## config.mk

```make
export PLATFORM = sky130hd
export DESIGN_NAME = imem_loader_arb
export DESIGN_NICKNAME = d
export VERILOG_FILES = /design/src/rtl/imem_pkg.sv /design/src/rtl/imem_loader_arb.sv
export SDC_FILE = /design/constraint.sdc
export NUM_CORES = 1
export LEC_CHECK = 0
export CAP_MARGIN = 15
export CORE_ASPECT_RATIO = 2
export CORE_MARGIN = 8
export CORE_UTILIZATION = 31
export CTS_CLUSTER_DIAMETER = 30
export DETAILED_ROUTE_END_ITERATION = 7
export MAX_ROUTING_LAYER = met4
export PLACE_DENSITY = 0.93
export SYNTH_ARGS = -nofsm -noshare
export SYNTH_HDL_FRONTEND = slang
export SYNTH_SLANG_ARGS = --single-unit
```

## constraint.sdc

```tcl
create_clock -name clk -period 4.5 [get_ports clk]
set_clock_uncertainty 0.15 [all_clocks]
set_input_delay 0.675 -clock clk [delete_from_list [all_inputs] [get_ports clk]]
set_output_delay 0.675 -clock clk [all_outputs]
set_load 0.02 [all_outputs]
```

## src/rtl/imem_pkg.sv

```systemverilog
// Shared types and default sizing for the instruction-memory loader/arbiter.
package imem_pkg;

  localparam int unsigned InstrLen = 20;
  localparam int unsigned Addr     = 5;
  localparam int unsigned ProgLen  = 32;

  typedef enum logic [1:0] {
    StIdle,
    StLoad,
    StRun
  } imem_state_e;

endpackage

```

## src/rtl/imem_loader_arb.sv

```systemverilog
// Loads a program into instruction memory, then arbitrates fetch reads against it.
// Writes only happen in LOAD and reads only in RUN, so the memory ports never collide.
module imem_loader_arb
  import imem_pkg::*;
#(
  parameter int unsigned INSTR_LEN = InstrLen,
  parameter int unsigned ADDR      = Addr,
  parameter int unsigned PROG_LEN  = ProgLen
) (
  input  logic                 clk,
  input  logic                 rst,
  input  logic                 ld_start,
  input  logic                 ld_valid,
  input  logic [INSTR_LEN-1:0] ld_data,
  input  logic                 ld_last,
  output logic                 ld_ready,
  input  logic                 fetch_req,
  input  logic [ADDR-1:0]      fetch_addr,
  output logic                 fetch_gnt,
  output logic                 fetch_valid,
  output logic [INSTR_LEN-1:0] fetch_data,
  output logic                 fetch_err,
  output logic                 mem_wr_en,
  output logic [ADDR-1:0]      mem_wr_addr,
  output logic [INSTR_LEN-1:0] mem_wr_data,
  output logic                 mem_rd_en,
  output logic [ADDR-1:0]      mem_rd_addr,
  input  logic [INSTR_LEN-1:0] mem_rd_data,
  output logic [ADDR:0]        prog_cnt,
  output logic                 load_ovf,
  output logic                 ready
);

  localparam logic [ADDR-1:0] LastPtr = ADDR'(PROG_LEN - 1);

  imem_state_e     state_q;
  logic [ADDR-1:0] wr_ptr_q;
  logic [ADDR:0]   prog_cnt_q;
  logic            load_ovf_q;
  logic            rsp_valid_q;
  logic            rsp_err_q;
  logic            rsp_rd_q;

  logic accept;
  logic in_range;
  logic at_last;

  always_comb begin
    ld_ready    = (state_q == StLoad) && !ld_start;
    accept      = ld_valid && ld_ready;
    at_last     = (wr_ptr_q == LastPtr);
    mem_wr_en   = accept;
    mem_wr_addr = wr_ptr_q;
    mem_wr_data = ld_data;

    fetch_gnt   = fetch_req && (state_q == StRun) && !ld_start;
    in_range    = ({1'b0, fetch_addr} < prog_cnt_q);
    mem_rd_en   = fetch_gnt && in_range;
    mem_rd_addr = fetch_addr;

    // Read data is only passed through on a real read, otherwise the response is forced to 0.
    fetch_valid = rsp_valid_q;
    fetch_err   = rsp_err_q;
    fetch_data  = rsp_rd_q ? mem_rd_data : '0;

    prog_cnt    = prog_cnt_q;
    load_ovf    = load_ovf_q;
    ready       = (state_q == StRun);
  end

  always_ff @(posedge clk or negedge rst) begin
    if (!rst) begin
      state_q     <= StIdle;
      wr_ptr_q    <= '0;
      prog_cnt_q  <= '0;
      load_ovf_q  <= 1'b0;
      rsp_valid_q <= 1'b0;
      rsp_err_q   <= 1'b0;
      rsp_rd_q    <= 1'b0;
    end else begin
      rsp_valid_q <= fetch_gnt;
      rsp_err_q   <= fetch_gnt && !in_range;
      rsp_rd_q    <= mem_rd_en;

      // ld_start wins from any state and restarts the load from an empty program.
      if (ld_start) begin
        state_q    <= StLoad;
        wr_ptr_q   <= '0;
        prog_cnt_q <= '0;
        load_ovf_q <= 1'b0;
      end else if (accept) begin
        wr_ptr_q   <= wr_ptr_q + 1'b1;
        prog_cnt_q <= prog_cnt_q + 1'b1;
        if (ld_last || at_last) begin
          state_q <= StRun;
        end
        if (!ld_last && at_last) begin
          load_ovf_q <= 1'b1;
        end
      end
    end
  end

endmodule

```

### After elaboration in Yosys (flattened, before gate mapping)

Index checks and enable logic that the tools add are counted.
W data, S select, Z words.

* add/sub/neg operators: 2
* order comparisons: 1
* eq/ne operators: 3
* muxes and demuxes: 11
* reductions and logical operators: 16

Operators by type and width (count)
* $mux W20: 1
* $mux W6: 2
* $mux W5: 2
* $logic_and A1 B1 Y1: 7
* $add A6 B1 Y6 const B: 1
* $lt A5 B6 Y1: 1
* $mux W2: 3
* $reduce_bool A2 Y1: 3
* $add A5 B1 Y5 const B: 1
* $eq A5 B5 Y1 const B: 1
* $reduce_and A2 Y1: 2
* $logic_not A1 Y1: 3
* $mux W1: 3
* $eq A2 B1 Y1 const B: 1
* $eq A2 B2 Y1 const B: 1
* $logic_or A1 B1 Y1: 1

* register bits after elaboration: 17
* logic and storage cells: 40

### Depth between registers and ports, before layout

* depth in word-level cells: 5
* depth in mapped cells: 6
* gate-level depth less buffers: 6

### Worst setup path before layout

Ideal clock, no wire load.

* path type: input to output
* start: input fetch_addr[3]
* end: output mem_rd_en
* arrival: 1.668 ns
* path slack: 2.007 ns
* cell stages on the path: 5
* buffers on the path: 0
* cell sequence: ha_1 > a21o_1 > a21oi_1 > o22ai_1 > nor2_1

* longest elaborated chain between the ends: 2

Ends and longest elaborated chain
* start: declaration: line imem_loader_arb.sv:18 `input logic [ADDR-1:0] fetch_addr,`
* $lt A5 B6 Y1: line imem_loader_arb.sv:57 `in_range = ({1'b0, fetch_addr} < prog_cnt_q);`
* $logic_and A1 B1 Y1: line imem_loader_arb.sv:58 `mem_rd_en = fetch_gnt && in_range;`
* end: declaration: line imem_loader_arb.sv:26 `output logic mem_rd_en,`

Every way passes these cells.

### Final worst setup path

Ends and elaborated chain as after synthesis.

==> impl_metrics.ini <==
[outcome]
status = finished clean

[final_layout]
layout-drive-gt1-share_pct = 3.37
num_antenna_cells = 0
final_common_cell = clkdlybuf4s50_1
fin_cells = 229
final_net_count = 237
area_growth_pct = 54.2
final_cell_mix = 74 x clkdlybuf4s50_1, 21 x and2_1, 17 x dfrtp_1, 13 x nor2_1

[worst_setup_path]
cp_num_buf_inv = 2
worstReg2RegEnd = fetch_err
reg2reg_setup_slack_ns = 2.84
worst_path_most_repeated_cell = clkdlybuf4s50_1
start_kind = input pin
cp-end-kind = primary output
r2r-start = prog_cnt[3]
startpoint = fetch_addr[3]
critPathRequiredTime_ns = 3.67
crit_family = buffers and inverters
rr_worst_depth = 6
cp_slowest_cell = clkdlybuf4s50_1
critical_path_arrival_ns = 2.63
path_cells = clkdlybuf4s50_1 > ha_1 > a21o_1 > a21oi_1 > o22ai_1 > nor2_1 > clkdlybuf4s50_1
cp_max_fo = 2
critical-path-max-stage-delay_ns = 0.65
critPathKind = input pin to primary output

[clock_network]
clk_latency_ns = 0.25
cts_tree = yes
cts_setup_buffers = 0
cts.sinks = 17
cts_made_buffers = 3
root_buffer = clkbuf_8
holdBufCountCts = 0
clockBufferDepth = 2
cts_resized = 0
clk_pin_slew_ns = 0.06
h-tree-depth = 1

[yosys]
yosys.area.top_type_share_pct = 35.9
synthMuxAreaShare_pct = 2.53
synth_xor_area_share_pct = 5.17
ys_types = 27
synth_adder_area_share_pct = 7.39
syn_nets = 187
synth.yosys.seq_area_share_pct = 35.9
synthSimpleGateAreaFrac_pct = 24.8
synth_top_family_by_area = simple AND/OR/NAND/NOR gates
avgSynthCellArea_sq_um = 9.19
yosysWarnings = 0
syn_area_sq_um = 1180
synth_top_area_cell = dfrtp_1
synth_area_leaders = dfrtp_1 36%, buf_4 16%, and2_1 11%
synth_seq_cells = 17
synthCells = 129
synth_compound_area_share_pct = 4.44

[floorplanning]
placement_rows = 32
core_area_sq_um = 3760
io_pins = 115
dieArea_sq_um = 6180
die_y_um = 103
die-width_um = 59.7
initial_utilization_pct = 31.5

[detailed_routing]
avgRoutedWirePerCell_um = 15.7
ant_nets = 0
first_iter_violations = 22
wirelength_mm = 3.60
first_pass_iters = 4
route.detailed.drc = 0
via_per_inst = 4.59
num_vias = 1052

[sta]
hold_viol = 0
slew_violations = 0
slew-limit-headroom_pct = 49.1
grt_setup_unrepaired = false
period_needed_ns = 3.45
period_share_pct = 76.7
max_clock_freq_mhz = 290
setup_slack_ns = 1.05
tightest_slew_ns = 0.760
fin_tns_setup_ns = 0
setup_violations = 0

[min_path]
worstHoldStart = prog_cnt[5]
hp-class = flop to flop
min_to = prog_cnt[5]
hold_path_depth = 1

[pwr]
p_per_area_nw_per_um2 = 201
irDropWorstVdd_uv = 171
p_leak_nw = 0.787

[global_routing]
first_global_vias = 1124
antenna_found_initial = 0
grt_use_total_pct = 11.4
grt_overflow_total = 0
grt_pass1_wl_mm = 5.33
grt_max_degree = 21

[placed_design]
placedCellCount = 225
preCtsSetupSlack_ns = 1.04
dpl.hpwl_mm = 3.00
gp_congestion = 0.751
portBuffers = 74

[run]
maxCapViolCount = 0
## worst max-delay path by stage
stage                            to  slack (ns)  cells past startpoint
after floorplan           mem_rd_en        2.01                      5
after global placement    mem_rd_en        1.09                      7
after detailed placement  mem_rd_en        1.04                      7
after CTS                 mem_rd_en        1.02                      7
after global routing      mem_rd_en        0.91                      7
final                     mem_rd_en        1.05                      7
## final cells by class
type	instances	area [sq um]
inverters	7	26.3
fillers	376	1940
flip-flops and latches	17	425
repair buffers	74	741
clock buffers	4	45.0
multi-input cells	76	526
well taps	51	63.8
## layer usage
layer / vias to the layer above / routed length, um / global-route usage [%]
met5: - / 0 / -
met3: 8 / 588 / 5.70
met2: 92 / 1500 / 18.3
met4: 0 / 41 / 3.15
li1: 487 / - / -
met1: 465 / 1460 / 12.0
## sequential cells by signal, indices dropped and copies added (netlist names)
name / count
state_q: 2
mem_wr_addr: 5
fetch_err: 1
fetch_valid: 1
rsp_rd_q: 1
load_ovf: 1
prog_cnt: 6
## stage by stage
step | instance area [sq um] | util [%] | power (mW) | hold slack (ns)
global placement | 1780 | 47.3 | 0.255 | 0.336
CTS | 1830 | 48.5 | 0.373 | 0.381
finish | 1830 | 48.5 | 0.367 | 0.375
global route | 1830 | 48.5 | 0.384 | 0.417
floorplan | 1180 | - | 0.233 | 0.229
detailed placement | 1780 | 47.3 | 0.258 | 0.368
## report_power, final
part           total [mW]  leakage [nW]  internal, mW  switching (mW)
registers           0.166         0.230         0.159         0.00695
logic              0.0882         0.534        0.0505          0.0377
clock network       0.113        0.0228        0.0628          0.0500
total               0.367         0.787         0.272          0.0946
## cells by family after synthesis
| group | after synthesis |
|---|---|
| compound gates | 9 |
| xor+xnor | 7 |
| fa+ha+maj | 7 |
| buf+inv | 36 |
| flops | 17 |
| mux | 3 |
| simple gates | 50 |
## synth_stat cells
master / instances
a21o_1: 2
a21oi_1: 4
a31oi_1: 1
and2_1: 21
and2_4: 1
and3_1: 2
and3b_1: 1
buf_2: 1
buf_4: 26
clkbuf_1: 2
dfrtp_1: 17
ha_1: 7
inv_1: 7
mux2i_1: 3
nand2_1: 3
nand2b_1: 2
nand3b_1: 1
nand4_1: 2
nand4_2: 1
nand4b_1: 1
nor2_1: 13
nor2b_1: 1
nor3b_2: 1
o21ai_1: 1
o22ai_1: 1
xnor2_1: 5
xor2_1: 2
(Power assumes the default switching activity.)
